### src/rtl/arm_ctrl_pkg.sv
// rtl/arm_ctrl_pkg.sv - shared ALU encodings, instruction field positions and control bundle type
// Purpose: constants and types shared by the decode-stage control path.
// Ports: none (package).
package arm_ctrl_pkg;

  localparam logic [1:0] ALU_ADD = 2'b00;
  localparam logic [1:0] ALU_SUB = 2'b01;
  localparam logic [1:0] ALU_AND = 2'b10;
  localparam logic [1:0] ALU_ORR = 2'b11;

  // Instruction field bit positions
  localparam int CLASS_HI = 27;
  localparam int CLASS_LO = 25;
  localparam int OPC_HI   = 24;
  localparam int OPC_LO   = 21;
  localparam int S_BIT    = 20;  // S for data processing, L for load/store
  localparam int U_BIT    = 23;
  localparam int I_BIT    = 25;
  localparam int LINK_BIT = 24;

  typedef struct packed {
    logic       reg_write;
    logic       mem_write;
    logic       mem_to_reg;
    logic       alu_src;
    logic       status;
    logic [1:0] alu_op;
    logic       pc_src;
  } ctrl_t;

endpackage

### src/rtl/arm_decode_control_if.sv
// rtl/arm_decode_control_if.sv - decode-stage control bus interface
// Purpose: groups PC/instruction/bubble inputs and the decoded and ID/EX control outputs.
// master: drives pc_current, instruction, mux_select; observes all outputs.
// slave : the decode-control block.
interface arm_decode_control_if #(
  parameter int WIDTH = 32
);
  logic [WIDTH-1:0] pc_current;
  logic [31:0]      instruction;
  logic             mux_select;
  logic [WIDTH-1:0] pc_plus_4;
  logic             reg_write_enable;
  logic             mem_write_enable;
  logic             mem_to_reg_select;
  logic             alu_source_select;
  logic             status_bit;
  logic [1:0]       alu_operation;
  logic             pc_source_select;
  logic             ex_reg_write_enable;
  logic             ex_mem_write_enable;
  logic             ex_mem_to_reg_select;
  logic             ex_alu_src_select;
  logic             ex_pc_src_select;
  logic [1:0]       ex_status_bits;
  logic [1:0]       ex_alu_control;

  modport master (
    output pc_current, instruction, mux_select,
    input  pc_plus_4, reg_write_enable, mem_write_enable, mem_to_reg_select,
           alu_source_select, status_bit, alu_operation, pc_source_select,
           ex_reg_write_enable, ex_mem_write_enable, ex_mem_to_reg_select,
           ex_alu_src_select, ex_pc_src_select, ex_status_bits, ex_alu_control
  );

  modport slave (
    input  pc_current, instruction, mux_select,
    output pc_plus_4, reg_write_enable, mem_write_enable, mem_to_reg_select,
           alu_source_select, status_bit, alu_operation, pc_source_select,
           ex_reg_write_enable, ex_mem_write_enable, ex_mem_to_reg_select,
           ex_alu_src_select, ex_pc_src_select, ex_status_bits, ex_alu_control
  );
endinterface

### src/rtl/add32.sv
// rtl/add32.sv - parameterized wrapping adder
// Purpose: out = (in_a + in_b) mod 2^WIDTH, no carry out.
// Ports: in_a, in_b (WIDTH in), out (WIDTH out).
module add32 #(
  parameter int WIDTH = 32
) (
  input  logic [WIDTH-1:0] in_a,
  input  logic [WIDTH-1:0] in_b,
  output logic [WIDTH-1:0] out
);
  assign out = in_a + in_b;
endmodule

### src/rtl/arm_decode_control.sv
// rtl/arm_decode_control.sv - ID-stage PC+4, instruction decode, bubble mux and ID/EX control register
// Purpose: decodes the IF/ID instruction into datapath control, optionally bubbles it,
//          and registers it into the ID/EX control bundle.
// Ports: clk, reset (async active-low), bus (slave modport: pc_current, instruction,
//        mux_select in; pc_plus_4, decoded control, ex_* registered control out).
module arm_decode_control
  import arm_ctrl_pkg::*;
#(
  parameter int WIDTH  = 32,
  parameter int PC_INC = 4
) (
  input logic                  clk,
  input logic                  reset,
  arm_decode_control_if.slave  bus
);

  ctrl_t      dec;
  ctrl_t      muxed;
  ctrl_t      ex_q;
  logic [31:0] instr;
  logic [3:0]  opcode;

  assign instr  = bus.instruction;
  assign opcode = instr[OPC_HI:OPC_LO];

  add32 #(.WIDTH(WIDTH)) u_pc_add (
    .in_a (bus.pc_current),
    .in_b (WIDTH'(PC_INC)),
    .out  (bus.pc_plus_4)
  );

  // First match wins: NOP, branch, load/store, data processing, else nothing.
  always_comb begin
    dec = '0;
    if (instr != 32'h0000_0000) begin
      if (instr[CLASS_HI:CLASS_LO] == 3'b101) begin
        // Condition field is resolved downstream; BL also writes LR.
        dec.pc_src    = 1'b1;
        dec.alu_src   = 1'b1;
        dec.alu_op    = ALU_ADD;
        dec.reg_write = instr[LINK_BIT];
      end else if (instr[CLASS_HI:CLASS_HI-1] == 2'b01) begin
        // I=0 means immediate offset for load/store.
        dec.alu_src    = ~instr[I_BIT];
        dec.alu_op     = instr[U_BIT] ? ALU_ADD : ALU_SUB;
        dec.reg_write  = instr[S_BIT];
        dec.mem_to_reg = instr[S_BIT];
        dec.mem_write  = ~instr[S_BIT];
      end else if (instr[CLASS_HI:CLASS_HI-1] == 2'b00) begin
        dec.alu_src = instr[I_BIT];
        dec.status  = instr[S_BIT];
        case (opcode)
          4'b0000: dec.alu_op = ALU_AND;
          4'b0100: dec.alu_op = ALU_ADD;
          4'b0010: dec.alu_op = ALU_SUB;
          4'b1100: dec.alu_op = ALU_ORR;
          4'b1010: dec.alu_op = ALU_SUB;
          default: dec.alu_op = ALU_ADD;
        endcase
        // TST/TEQ/CMP/CMN only set flags.
        dec.reg_write = (opcode[3:2] != 2'b10);
      end
    end
  end

  always_comb begin
    muxed = dec;
    if (bus.mux_select) begin
      muxed = '0;
    end
  end

  always_ff @(posedge clk or negedge reset) begin
    if (!reset) begin
      ex_q <= '0;
    end else begin
      ex_q <= muxed;
    end
  end

  assign bus.reg_write_enable     = dec.reg_write;
  assign bus.mem_write_enable     = dec.mem_write;
  assign bus.mem_to_reg_select    = dec.mem_to_reg;
  assign bus.alu_source_select    = dec.alu_src;
  assign bus.status_bit           = dec.status;
  assign bus.alu_operation        = dec.alu_op;
  assign bus.pc_source_select     = dec.pc_src;

  assign bus.ex_reg_write_enable  = ex_q.reg_write;
  assign bus.ex_mem_write_enable  = ex_q.mem_write;
  assign bus.ex_mem_to_reg_select = ex_q.mem_to_reg;
  assign bus.ex_alu_src_select    = ex_q.alu_src;
  assign bus.ex_pc_src_select     = ex_q.pc_src;
  assign bus.ex_status_bits       = {1'b0, ex_q.status};
  assign bus.ex_alu_control       = ex_q.alu_op;

endmodule

### src/flat_wrapper.sv
// flat-port wrapper written by rule: the top's interface ports become plain ports
module arm_decode_control_flat import arm_ctrl_pkg::*;
#(
  parameter int WIDTH  = 32,
  parameter int PC_INC = 4
)
  (clk, reset, bus_pc_current, bus_instruction, bus_mux_select, bus_pc_plus_4, bus_reg_write_enable, bus_mem_write_enable, bus_mem_to_reg_select, bus_alu_source_select, bus_status_bit, bus_alu_operation, bus_pc_source_select, bus_ex_reg_write_enable, bus_ex_mem_write_enable, bus_ex_mem_to_reg_select, bus_ex_alu_src_select, bus_ex_pc_src_select, bus_ex_status_bits, bus_ex_alu_control);
  arm_decode_control_if #(.WIDTH(WIDTH)) bus_i ();
  input logic clk;
  input logic reset;
  input wire logic [$bits(bus_i.pc_current)-1:0] bus_pc_current;
  input wire logic [$bits(bus_i.instruction)-1:0] bus_instruction;
  input wire logic [$bits(bus_i.mux_select)-1:0] bus_mux_select;
  output wire logic [$bits(bus_i.pc_plus_4)-1:0] bus_pc_plus_4;
  output wire logic [$bits(bus_i.reg_write_enable)-1:0] bus_reg_write_enable;
  output wire logic [$bits(bus_i.mem_write_enable)-1:0] bus_mem_write_enable;
  output wire logic [$bits(bus_i.mem_to_reg_select)-1:0] bus_mem_to_reg_select;
  output wire logic [$bits(bus_i.alu_source_select)-1:0] bus_alu_source_select;
  output wire logic [$bits(bus_i.status_bit)-1:0] bus_status_bit;
  output wire logic [$bits(bus_i.alu_operation)-1:0] bus_alu_operation;
  output wire logic [$bits(bus_i.pc_source_select)-1:0] bus_pc_source_select;
  output wire logic [$bits(bus_i.ex_reg_write_enable)-1:0] bus_ex_reg_write_enable;
  output wire logic [$bits(bus_i.ex_mem_write_enable)-1:0] bus_ex_mem_write_enable;
  output wire logic [$bits(bus_i.ex_mem_to_reg_select)-1:0] bus_ex_mem_to_reg_select;
  output wire logic [$bits(bus_i.ex_alu_src_select)-1:0] bus_ex_alu_src_select;
  output wire logic [$bits(bus_i.ex_pc_src_select)-1:0] bus_ex_pc_src_select;
  output wire logic [$bits(bus_i.ex_status_bits)-1:0] bus_ex_status_bits;
  output wire logic [$bits(bus_i.ex_alu_control)-1:0] bus_ex_alu_control;
  assign bus_i.pc_current = bus_pc_current;
  assign bus_i.instruction = bus_instruction;
  assign bus_i.mux_select = bus_mux_select;
  assign bus_pc_plus_4 = bus_i.pc_plus_4;
  assign bus_reg_write_enable = bus_i.reg_write_enable;
  assign bus_mem_write_enable = bus_i.mem_write_enable;
  assign bus_mem_to_reg_select = bus_i.mem_to_reg_select;
  assign bus_alu_source_select = bus_i.alu_source_select;
  assign bus_status_bit = bus_i.status_bit;
  assign bus_alu_operation = bus_i.alu_operation;
  assign bus_pc_source_select = bus_i.pc_source_select;
  assign bus_ex_reg_write_enable = bus_i.ex_reg_write_enable;
  assign bus_ex_mem_write_enable = bus_i.ex_mem_write_enable;
  assign bus_ex_mem_to_reg_select = bus_i.ex_mem_to_reg_select;
  assign bus_ex_alu_src_select = bus_i.ex_alu_src_select;
  assign bus_ex_pc_src_select = bus_i.ex_pc_src_select;
  assign bus_ex_status_bits = bus_i.ex_status_bits;
  assign bus_ex_alu_control = bus_i.ex_alu_control;
  arm_decode_control #(.WIDTH(WIDTH), .PC_INC(PC_INC)) u_core (.clk(clk), .reset(reset), .bus(bus_i));
endmodule
### config.mk
export PLATFORM = sky130hd
export DESIGN_NAME = arm_decode_control_flat
export DESIGN_NICKNAME = d
export VERILOG_FILES = /design/src/rtl/arm_ctrl_pkg.sv /design/src/rtl/arm_decode_control_if.sv /design/src/rtl/add32.sv /design/src/rtl/arm_decode_control.sv /design/src/flat_wrapper.sv
export SDC_FILE = /design/constraint.sdc
export NUM_CORES = 1
export LEC_CHECK = 0
export ABC_CLOCK_PERIOD_IN_PS = 5100
export BUFFER_PORTS_ARGS = -buffer_cell sky130_fd_sc_hd__buf_2
export CAP_MARGIN = 15
export CORE_ASPECT_RATIO = 0.5
export CORE_UTILIZATION = 38
export CTS_CLUSTER_DIAMETER = 200
export CTS_CLUSTER_SIZE = 10
export DETAILED_ROUTE_END_ITERATION = 10
export GPL_TIMING_DRIVEN = 0
export HOLD_SLACK_MARGIN = 0.15
export PLACE_DENSITY = 0.89
export REMOVE_ABC_BUFFERS = 1
export SKIP_LAST_GASP = 1
export SYNTH_ARGS = -nofsm -noshare
export SYNTH_HDL_FRONTEND = slang
export SYNTH_SLANG_ARGS = --single-unit
### constraint.sdc
create_clock -name clk -period 5.1 [get_ports clk]
set_input_delay 0.765 -clock clk [delete_from_list [all_inputs] [get_ports clk]]
set_output_delay 0.765 -clock clk [all_outputs]
set_load 0.005 [all_outputs]
== After elaboration in Yosys (flattened, before gate mapping) ==
Cells that the tools add are included.
Storage, ports and cells
  register bits after elaboration: 8
  output and inout port bits: 49
Cells by class
  add/subtract/negate cells: 1
  equality and inequality tests: 6
  mux-type cells: 17
  bitwise logic cells: 2
  reduce and logical (&&, ||, !) cells: 4
Operator list (number)
  $add A32 B3 Y32 const B: 1
  $reduce_bool A32 Y1: 1
  $mux W8: 2
  $mux W1: 9
  $eq A4 B4 Y1 const B: 2
  $mux W2: 4
  $pmux W2 S3: 1
  $eq A4 B2 Y1 const B: 1
  $logic_not A4 Y1: 1
  $mux W4: 1
  $eq A3 B3 Y1 const B: 1
  $eq A2 B1 Y1 const B: 1
  $logic_not A2 Y1: 1
  $ne A2 B2 Y1 const B: 1
  $not A1 Y1: 2
  $reduce_or A2 Y1: 1

== Logic depth before layout (Yosys ltp) ==
Gate-level depths: netlist of the first run.
  depth after elaboration: 8
  depth in mapped cells: 6

== By module ==
A second synthesis of the first run with hierarchy kept.
Unflattened totals
  cell total of the unflattened synthesis: 293
  area total of the unflattened synthesis: 2217.1 µm²
By module, submodules not included
  add32: instances 1, cells an instance 241, area an instance 1744.2 µm², seq. area each 0.0 µm²
  arm_decode_control: instances 1, cells an instance 52, area an instance 473.0 µm², seq. area each 200.2 µm²

== Worst setup path after synthesis of the first run ==
Ideal clock, no wire load.
  path kind: input -> output
  from: in bus_pc_current[2]
  to: out bus_pc_plus_4[30]
  arrival time: 1.990 ns
  required time: 4.335 ns
  slack: 2.345 ns
  cell stages on the path: 6
  cells stage by stage: ha_1 > nand4_1 > or4_4 > buf_6 > nor4_4 > xor2_1
On the way
  longest elaborated chain between the ends: 1
RTL lines
  start, declared: RTL line flat_wrapper.sv:11  | input wire logic [$bits(bus_i.pc_current)-1:0] bus_pc_current;
  $add A32 B3 Y32: RTL line add32.sv:11  | assign out = in_a + in_b;
  end, declared: RTL line flat_wrapper.sv:14  | output wire logic [$bits(bus_i.pc_plus_4)-1:0] bus_pc_plus_4;
No other way between the ends.

== Worst setup path after layout of the first run ==
Ends and elaborated chain as after synthesis.

==> impl_metrics.csv, run 1 <==
group,metric,value,unit
run_status,status,"complete, no violations",
final_layout,drive_gt1_share,47.81,%
power,power_frac_comb,39.3,%
place,portBuffers,110,
yosys,yosys.area_share.adder,1.159,%
route,routed_wl,3.400,mm
route,drc,0,
yosys,avgSynthCellArea,7.499,µm²
grt,grt_max_degree,11,
route,vias,1443,
route,drtIter0Drc,43,
yosys,synthFlopType,"dfrtp_1",
clocking,clock_path_buffers,2,
critical_path,cp-start-kind,"primary input",
clocking,cts.sink_count,8,
sta,tightest_slew,649.0,ps
sta,rsz0062_at_grt,"no",
power,ir_worst_vdd,91.88,µV
sta,setup_violations,0,
final_layout,n_antenna_cell,0,
sta,finalCriticalPeriod,3089,ps
sta,maxSlewHeadroom,56.33,%
power,power.share.clock,32.0,%
yosys,ys_seq_area_share,18.54,%
critical_path,crit_type,"in -> out",
sta,finalWorstSetupSlack,2011,ps
yosys,synthMuxAreaShare,0.9270,%
floorplanning,die_area,0.003072,mm²
final_layout,fillCellCount,241,
yosys,synth-seq-cells,8,
critical_path,worst_path_largest_cell_delay,550,ps
route,avgRoutedWirePerCell,11.81,µm
place,gp_congestion,0.8113,
floorplanning,row_count,13,
grt,grt_pass1_wl,4.719,mm
flow_run,max_cap_violations,0,
yosys,netlist.area_leader.share,18.54,%
power,swShare,30.24,%
clocking,cts_tree,"yes",
floorplanning,io-pin-count,116,
floorplanning,die_h,39.70,µm
critical_path,crit_chain,"buf_2 -> ha_1 -> nand4_1 -> or4_4 -> nor4_4 -> xor2_1 -> buf_2",
critical_path,slowest_stage,"or4_4",
hold_path,hold_path.class,"in -> async",
yosys,synth.most_common_cell,"nor2_1",
sta,hold_viol,0,
yosys,ys_types,32,
route,drtAntennaViolNets,0,
power,p_int,161.0,µW
critical_path,crit_fanout,8,
grt,grt_overflow,0,
floorplanning,die_w,77.39,µm
yosys,synth_area,0.001080,mm²
final_layout,syn_to_final_growth,55.27,%
clocking,h-tree-depth,1,
yosys,synth_top_area_cell,"dfrtp_1",
final_layout,fin_nets,321,
yosys,synth_edf_count,0,
clocking,numCtsBuffers,3,
clocking,postCtsSetupBuffers,0,
critical_path,crit_arrival,2320,ps
yosys,async_flop_share,100.0,%
clocking,cts-root-buf,"clkbuf_8",
place,pre_cts_ws,2025,ps
yosys,synth-simple-area-share,47.62,%
yosys,synth_compound_area_share,1.970,%
grt,grt_use_total,20.14,%
sta,max_freq,0.3237,GHz
clocking,cts-resized-gates,0,
yosys,synth_top_family_by_area,"simple AND/OR/NAND/NOR gates",
yosys,yosys-top-cells-count,"nor2_1 (18), xor2_1 (17), nand2_1 (14)",
power,p_per_area,137.6,mW/mm²
critical_path,end_kind,"output pin",
critical_path,cpMostUsedCell,"buf_2",
critical_path,cp.required,4340,ps
route,first_pass_iters,4,
sta,finalSetupTns,0,ps
place,dpl.hpwl,2.818,mm
grt,antenna_found_initial,0,
grt,grt_pass1_vias,1114,
yosys,yosysWarnings,0,
route,vias_per_cell,5.010,
final_layout,final_util,63.24,%
floorplanning,initial_core_util,40.73,%
sta,period_share,60.57,%
power,power_switching,69.79,µW
yosys,synthTopCellsByArea,"dfrtp_1 (19%), xor2_1 (14%), xnor2_1 (9.7%)",
floorplanning,core_area,0.002651,mm²
power,power_frac_seq,28.7,%
clocking,cts-hold-fix-buffers,0,
yosys,postSynthCellCount,144,
sta,maxSlewViolCount,0,
power,power.leakage,0.0008941,µW
sta,whs,370.2,ps
yosys,synth-xor-area-share,23.52,%
clocking,path_clk_slew,40,ps
[metal layers]
metal | vias to the layer above | track usage [%] | part of all wire [%]
li1 | 726 | - | -
met1 | 653 | 19.92 | 38
met2 | 60 | 44.47 | 55
met3 | 4 | 3.256 | 5.9
met4 | 0 | 8.019 | 0.79
met5 | - | 0 | 0
[cells in the final DEF, fill, tap and decap left out, types with 3 or more instances in the layout]
master,n
dfrtp_1,8
nand3_1,10
nor4_1,9
nor3_2,3
nand4_1,9
nor3_1,10
clkbuf_8,3
xor2_1,17
and3_1,3
nor2_1,18
nand2_1,14
xnor2_1,12
buf_2,110
inv_1,6
[power by group through the flow]
stage / clock network [µW] / registers [µW] / logic (µW)
floorplan: 0 / 67.6 / 30.2
global placement: 0 / 67.1 / 86.9
detailed placement: 0 / 67.1 / 89.6
CTS: 75.1 / 66.3 / 90.5
global route: 78.1 / 66.5 / 99.6
finish: 73.8 / 66.3 / 90.6
[through the flow]
stage	cell area (µm²)	instances	total power [µW]
2_1_floorplan	1039	138	97.82
3_3_place_gp	1635	285	154.0
3_5_place_dp	1635	285	156.7
4_1_cts	1677	288	232.0
5_1_grt	1677	288	244.2
6_report	1677	288	230.8
[cells by family after synthesis]
family                   Yosys count
adder cells (fa/ha/maj)            1
buffers and inverters             12
other                              1
AND/OR/NAND/NOR                   89
flip-flops                         8
multiplexers                       1
AO/OA/AOI/OAI                      3
XOR/XNOR                          29
[area by class of cell]
type | instances | area (µm²) | area share, %
sequential | 8 | 200.2 | 11.94
timing repair buffer | 110 | 550.5 | 32.84
clock buffer | 3 | 41.29 | 2.463
tap | 37 | 46.29 | 2.761
multi-input combinational | 124 | 815.8 | 48.66
inverter | 6 | 22.52 | 1.343
[state kept, by name (all words and copies together) (netlist names)]
name                             count
u_core.bus.ex_alu_control            2
u_core.bus.ex_alu_src_select         1
u_core.bus.ex_mem_to_reg_select      1
u_core.bus.ex_mem_write_enable       1
u_core.bus.ex_pc_src_select          1
u_core.bus.ex_reg_write_enable       1
u_core.bus.ex_status_bits            1
[worst paths after layout]
| path | depth (start not counted) | to | slack, ps | start |
|---|---|---|---|---|
| setup / recovery | 7 | bus_pc_plus_4[30] | 2010 | bus_pc_current[2] |
| hold / removal | 1 | u_core.bus.ex_reg_write_enable | 370 | reset |
| max in group asynchronous | 1 | u_core.bus.ex_mem_write_enable | 4570 | reset |
| min in group clk | 2 | u_core.bus.ex_mem_write_enable | 770 | bus_instruction[20] |
[critical path, delay by kind of cell]
family	cells	cell delay (ps)
xor+xnor	1	160
fa+ha+maj	1	210
buf+inv	2	240
simple gates	3	940
(Power assumes the default switching activity.)
==> run 2, diff against run 1 <==
--- a/config.mk
+++ b/config.mk
@@ -5,17 +5,17 @@
 export SDC_FILE = /design/constraint.sdc
 export NUM_CORES = 1
 export LEC_CHECK = 0
-export ABC_CLOCK_PERIOD_IN_PS = 5100
+export ABC_CLOCK_PERIOD_IN_PS = 2500
 export BUFFER_PORTS_ARGS = -buffer_cell sky130_fd_sc_hd__buf_2
 export CAP_MARGIN = 15
 export CORE_ASPECT_RATIO = 0.5
-export CORE_UTILIZATION = 38
+export CORE_UTILIZATION = 31
 export CTS_CLUSTER_DIAMETER = 200
 export CTS_CLUSTER_SIZE = 10
 export DETAILED_ROUTE_END_ITERATION = 10
 export GPL_TIMING_DRIVEN = 0
 export HOLD_SLACK_MARGIN = 0.15
-export PLACE_DENSITY = 0.89
+export PLACE_DENSITY = 0.78
 export REMOVE_ABC_BUFFERS = 1
 export SKIP_LAST_GASP = 1
 export SYNTH_ARGS = -nofsm -noshare
==> constraint.sdc (replaced) <==
create_clock -name clk -period 2.5 [get_ports clk]
set_input_delay 0.375 -clock clk [delete_from_list [all_inputs] [get_ports clk]]
set_output_delay 0.375 -clock clk [all_outputs]
set_load 0.005 [all_outputs]
==> impl_metrics.csv, run 2 (synthesis gave the netlist of run 1 again) <==
group,metric,value,unit
run_status,status,"complete, no violations",
final_layout,mostFrequentLayoutCell,"buf_2",
clocking,cts.sink_count,8,
route,drtIter0Drc,16,
route,vias_per_cell,4.771,
sta,setup_violations,0,
floorplanning,io-pin-count,116,
route,met3_length,106,µm
route,top_layer,"met4",
grt,grt_pass1_vias,1318,
power,p_per_area,277.4,mW/mm²
place,dpl.hpwl,2.877,mm
grt,antenna_found_initial,0,
route,met2WireLength,1.764,mm
final_layout,largest_reg_flops,2,
final_layout,fin_nets,322,
final_layout,stdcell_count,292,
clocking,cts-resized-gates,0,
floorplanning,row_count,14,
sta,tightest_slew,564.2,ps
clocking,clock_path_buffers,2,
clocking,path_clk_slew,40,ps
sta,hold_viol,0,
floorplanning,core_area,0.003153,mm²
place,dp_cells,288,
route,avgRoutedWirePerCell,11.19,µm
clocking,cts_tree,"yes",
final_layout,final_cell_mix,"buf_2 (110), nor2_1 (18), xor2_1 (17)",
power,ir_worst_vdd,120.5,µV
sta,rsz0062_at_grt,"no",
floorplanning,die_h,43.73,µm
hold_path,hold_path.class,"in -> reg",
place,portBuffers,110,
final_layout,final_util,53.61,%
sta,finalCriticalPeriod,2255,ps
sta,finalWorstSetupSlack,244.8,ps
route,drtAntennaViolNets,0,
place,pre_cts_ws,246.2,ps
sta,finalSetupTns,0,ps
sta,period_share,90.21,%
route,met1Wirelength,1.363,mm
final_layout,syn_to_final_growth,56.55,%
sta,maxSlewViolCount,0,
critical_path,cp.required,2120,ps
clocking,numCtsBuffers,3,
floorplanning,die_w,85.47,µm
route,drc,0,
grt,grt_use_total,17.32,%
grt,grt_max_degree,11,
final_layout,n_antenna_cell,0,
place,gp_congestion,0.8098,
critical_path,crit_arrival,1880,ps
sta,max_freq,0.4434,GHz
power,total_power,468.8,µW
floorplanning,initial_core_util,34.25,%
floorplanning,die_area,0.003737,mm²
final_layout,drive_gt1_share,47.62,%
route,first_pass_iters,4,
flow_run,max_cap_violations,0,
critical_path,crit_fanout,8,
power,power.leakage,0.0008983,µW
route,routed_wl,3.268,mm
route,vias,1393,
grt,grt_overflow,0,
clocking,h-tree-depth,1,
grt,grt_pass1_wl,5.306,mm
critical_path,cp-start-kind,"primary input",
clocking,cts-root-buf,"clkbuf_8",
sta,maxSlewHeadroom,62.04,%
critical_path,crit_type,"in -> out",
critical_path,end_kind,"output pin",
==> run 2: cell types whose count changed in the layout (fill, tap and decap cells not counted), sizes merged <==
cell and delta:
dlygate4sd3 +1
==> run 2: area by class of cell <==
cell class / instances / area (µm²)
Clock buffer: 3 / 41.29
Timing Repair Buffer: 111 / 560.5
Tap cell: 40 / 50.05
Sequential cell: 8 / 200.2
Fill cell: 329 / 1463
Inverter: 6 / 22.52
Multi-Input combinational cell: 124 / 815.8
==> run 2: what timing repair did <==
item,CTS,global route
hold endpoints to repair,8,0
endpoints found under the setup margin,0,0
hold buffers,1,0
buffers inserted,0,0
==> run 2: final timing paths <==
| check | start | endpoint | cells after the start |
|---|---|---|---|
| max | bus_pc_current[2] | bus_pc_plus_4[30] | 7 |
| min | bus_instruction[20] | u_core.bus.ex_mem_write_enable | 2 |
| max in group asynchronous | reset | u_core.bus.ex_reg_write_enable | 2 |
| min in group asynchronous | reset | u_core.bus.ex_mem_to_reg_select | 2 |
==> run 2: where the power goes <==
part / leakage [µW] / internal [µW] / switching (µW) / total (µW)
Combinational: 0.000768 / 91.0 / 92.3 / 183
Sequential: 0.000109 / 134 / 0.826 / 135
Clock: 0.0000216 / 104 / 46.4 / 150
Total: 0.000898 / 329 / 139 / 469
==> run 2: stage by stage <==
stage | cell area (µm²) | hold slack, ps
after global routing | 1690 | 404.6
after CTS | 1690 | 394.0
after detailed placement | 1639 | 221.0
final | 1690 | 392.0
after floorplan | 1039 | 79.41
after global placement | 1639 | 215.8
==> run 2: critical path: stages <==
cell and delay (ps):
buf_2 110, ha_1 200, nand4_1 180, or4_4 540, nor4_4 170, xor2_1 170, buf_2 130
==> run 2: metal layers <==
metal  global-route usage, %  vias up
met4                   6.667        0
met2                   34.08       35
li1                        -      727
met3                   1.143        3
met1                   20.25      628
met5                       0        -
==> run 3, diff against run 2 <==
--- a/config.mk
+++ b/config.mk
@@ -9,15 +9,17 @@
 export BUFFER_PORTS_ARGS = -buffer_cell sky130_fd_sc_hd__buf_2
 export CAP_MARGIN = 15
 export CORE_ASPECT_RATIO = 0.5
-export CORE_UTILIZATION = 31
+export CORE_UTILIZATION = 42
 export CTS_CLUSTER_DIAMETER = 200
 export CTS_CLUSTER_SIZE = 10
 export DETAILED_ROUTE_END_ITERATION = 10
 export GPL_TIMING_DRIVEN = 0
 export HOLD_SLACK_MARGIN = 0.15
-export PLACE_DENSITY = 0.78
+export PLACE_DENSITY = 0.8
 export REMOVE_ABC_BUFFERS = 1
+export SETUP_SLACK_MARGIN = 0.3
 export SKIP_LAST_GASP = 1
 export SYNTH_ARGS = -nofsm -noshare
 export SYNTH_HDL_FRONTEND = slang
+export SYNTH_HIERARCHICAL = 1
 export SYNTH_SLANG_ARGS = --single-unit
==> impl_metrics.csv, run 3 <==
group,metric,value,unit
power,ir_worst_vdd,232.9,µV
yosys,synth.most_common_cell,"a21oi_1",
place,dpl.hpwl,4.888,mm
yosys,yosys-top-cells-count,"a21oi_1 (32), ha_1 (31), a21o_1 (19), nand2_1 (19), nor2_1 (17)",
yosys,yosysWarnings,6,
power,power.leakage,0.001786,µW
floorplanning,row_count,18,
route,vias,2834,
yosys,avgSynthCellArea,7.567,µm²
yosys,netlist.area_leader.share,17.49,%
power,power.share.clock,13.0,%
final_layout,syn_to_final_growth,57.90,%
final_layout,largest_reg_flops,2,
clocking,path_clk_slew,40,ps
sta,whs,383.7,ps
sta,hold_viol,0,
sta,finalCriticalPeriod,2643,ps
final_layout,drive_gt1_share,41.18,%
critical_path,crit_fanout,3,
critical_path,crit_type,"in -> out",
route,drtAntennaViolNets,0,
floorplanning,die_w,104.8,µm
sta,maxSlewHeadroom,61.70,%
power,power_switching,479.5,µW
grt,use_met2,49.23,%
yosys,synth_edf_count,0,
critical_path,end_kind,"output pin",
hold_path,worstHoldStart,"bus_instruction[20]",
grt,use_met1,25.54,%
flow_run,max_cap_violations,0,
sta,period_share,105.7,%
grt,antenna_found_initial,0,
power,p_per_area,328.2,mW/mm²
yosys,postSynthCellCount,293,
yosys,synth_top_area_cell,"ha_1",
yosys,synthFlopType,"dfrtp_1",
critical_path,cp.required,2120,ps
sta,max_freq,0.3783,GHz
grt,grt_overflow,0,
route,avgRoutedWirePerCell,13.07,µm
floorplanning,io-pin-count,116,
route,routed_wl,6.914,mm
route,vias_per_cell,5.357,
critical_path,cp-start-kind,"primary input",
clocking,cts_tree,"yes",
final_layout,fin_nets,560,
route,drtIter0Drc,86,
sta,setup_violations,10,
grt,grt-busiest-layer,"met2",
hold_path,hold_path.class,"in -> reg",
grt,grt_pass1_vias,2515,
power,power_frac_seq,11.8,%
hold_path,holdPathEnd,"u_core/bus.ex_mem_write_enable",
floorplanning,initial_core_util,44.34,%
final_layout,mostFrequentLayoutCell,"buf_2",
run_status,status,"finished, violations left",
critical_path,crit_arrival,2270,ps
grt,grt_use_total,23.76,%
hold_path,worstHoldPathCells,2,
power,p_int,669.4,µW
yosys,async_flop_share,100.0,%
yosys,synth_area,0.002217,mm²
sta,rsz0062_at_grt,"yes",
clocking,numCtsBuffers,3,
yosys,ys_types,59,
run_status,violations,"setup timing",
place,gp_congestion,0.8221,
floorplanning,die_h,53.38,µm
grt,grt_max_degree,11,
sta,finalSetupTns,-625.0,ps
final_layout,final_cell_mix,"buf_2 (111), conb_1 (34), a21oi_1 (25)",
final_layout,fillCellCount,410,
floorplanning,die_area,0.005591,mm²
floorplanning,core_area,0.005000,mm²
place,portBuffers,114,
route,first_pass_iters,4,
yosys,ys_seq_area_share,9.029,%
yosys,synth-seq-cells,8,
clocking,cts-root-buf,"clkbuf_8",
sta,maxSlewViolCount,0,
sta,finalWorstSetupSlack,-143.1,ps
grt,grt_pass1_wl,10.61,mm
route,drc,0,
grt,grt_util_met3,2.463,%
clocking,clock_path_buffers,2,
power,power_frac_comb,75.2,%
clocking,h-tree-depth,1,
place,pre_cts_ws,-409.5,ps
clocking,cts.sink_count,8,
final_layout,n_antenna_cell,0,
yosys,synthTopCellsByArea,"ha_1 (17%), dfrtp_1 (9.0%), a21oi_1 (7.2%)",
sta,tightest_slew,560.1,ps
power,swShare,41.73,%
[run 3: cell count changes in the layout (fill, tap and decap cells not counted), moves of 4 or more]
cell	delta
a21oi_1	+24
ha_4	+8
ha_1	+21
o21ai_0	+10
nand2b_1	+5
a21oi_2	+6
o21ai_1	+5
o21bai_1	+4
conb_1	+33
nand2_1	+5
nor3_1	-5
buf_4	+24
a21o_1	+19
buf_6	+7
[run 3: through the flow]
step / total power (µW) / cell area [µm²] / utilization, % / std cells
finish: 1149 / 3501 / 70.02 / 529
global route: 1249 / 3501 / 70.02 / 529
CTS: 1079 / 3408 / 68.17 / 524
detailed placement: 805.5 / 2944 / 58.88 / 497
global placement: 798.8 / 2944 / 58.88 / 497
floorplan: 580.4 / 2286 / - / 313
[run 3: logic make-up (layout without fill, tap and decap cells)]
logic type      after synthesis  in the layout  share of synthesized area (%)
compound gates              105            105                          33.30
xor+xnor                     28             28                          11.06
fa+ha+maj                    32             32                          18.40
buf+inv                      19            153                          3.499
flops                         8              8                          9.029
mux                           2              2                         0.9030
other cells                   2             34                         0.3387
simple gates                 97             97                          23.48
[run 3: worst max-delay path by stage]
stage	slack, ps	cells past startpoint	end	from
floorplan	-8	8	bus_pc_plus_4[31]	bus_pc_current[2]
global placement	-390	10	bus_pc_plus_4[31]	bus_pc_current[2]
detailed placement	-410	10	bus_pc_plus_4[31]	bus_pc_current[2]
CTS	-180	10	bus_pc_plus_4[31]	bus_pc_current[2]
global route	-210	10	bus_pc_plus_4[31]	bus_pc_current[2]
finish	-140	10	bus_pc_plus_4[31]	bus_pc_current[2]
[run 3: critical path: stages]
cell and delay [ps]:
buf_6 100, ha_4 260, o211ai_1 80, o21ai_2 220, o21bai_4 100, a22oi_4 240, a311oi_4 130, o311a_1 300
or3_1 330, buf_2 130
[run 3: power by group through the flow]
stage                     clock network [µW]  logic, µW  registers [µW]
after floorplan                            0        442             138
after global routing                     164        949             136
final                                    149        864             135
after CTS                                154        790             135
after global placement                     0        662             137
after detailed placement                   0        668             137
[run 3: routing by layer]
layer	part of all wire, %	wire, µm	vias to the layer above
li1	-	-	1413
met1	41	2846	1308
met2	51	3559	95
met3	5.0	349	18
met4	2.3	158	0
met5	0	0	-
[run 3: final cells by class]
| cell class | instances | area (µm²) | share of cell area, % |
|---|---|---|---|
| well taps | 70 | 87.58 | 2.502 |
| multi-input cells | 298 | 2321 | 66.30 |
| repair buffers | 143 | 824.5 | 23.55 |
| inverters | 7 | 26.28 | 0.7505 |
| clock buffers | 3 | 41.29 | 1.179 |
| flip-flops and latches | 8 | 200.2 | 5.718 |
[run 3: what timing repair did]
action,in CTS,in global routing
resized for setup,38,10
setup endpoints to repair,23,23
pin swaps,36,11
setup buffers,23,5
hold buffers,1,0
hold endpoints to repair,8,0
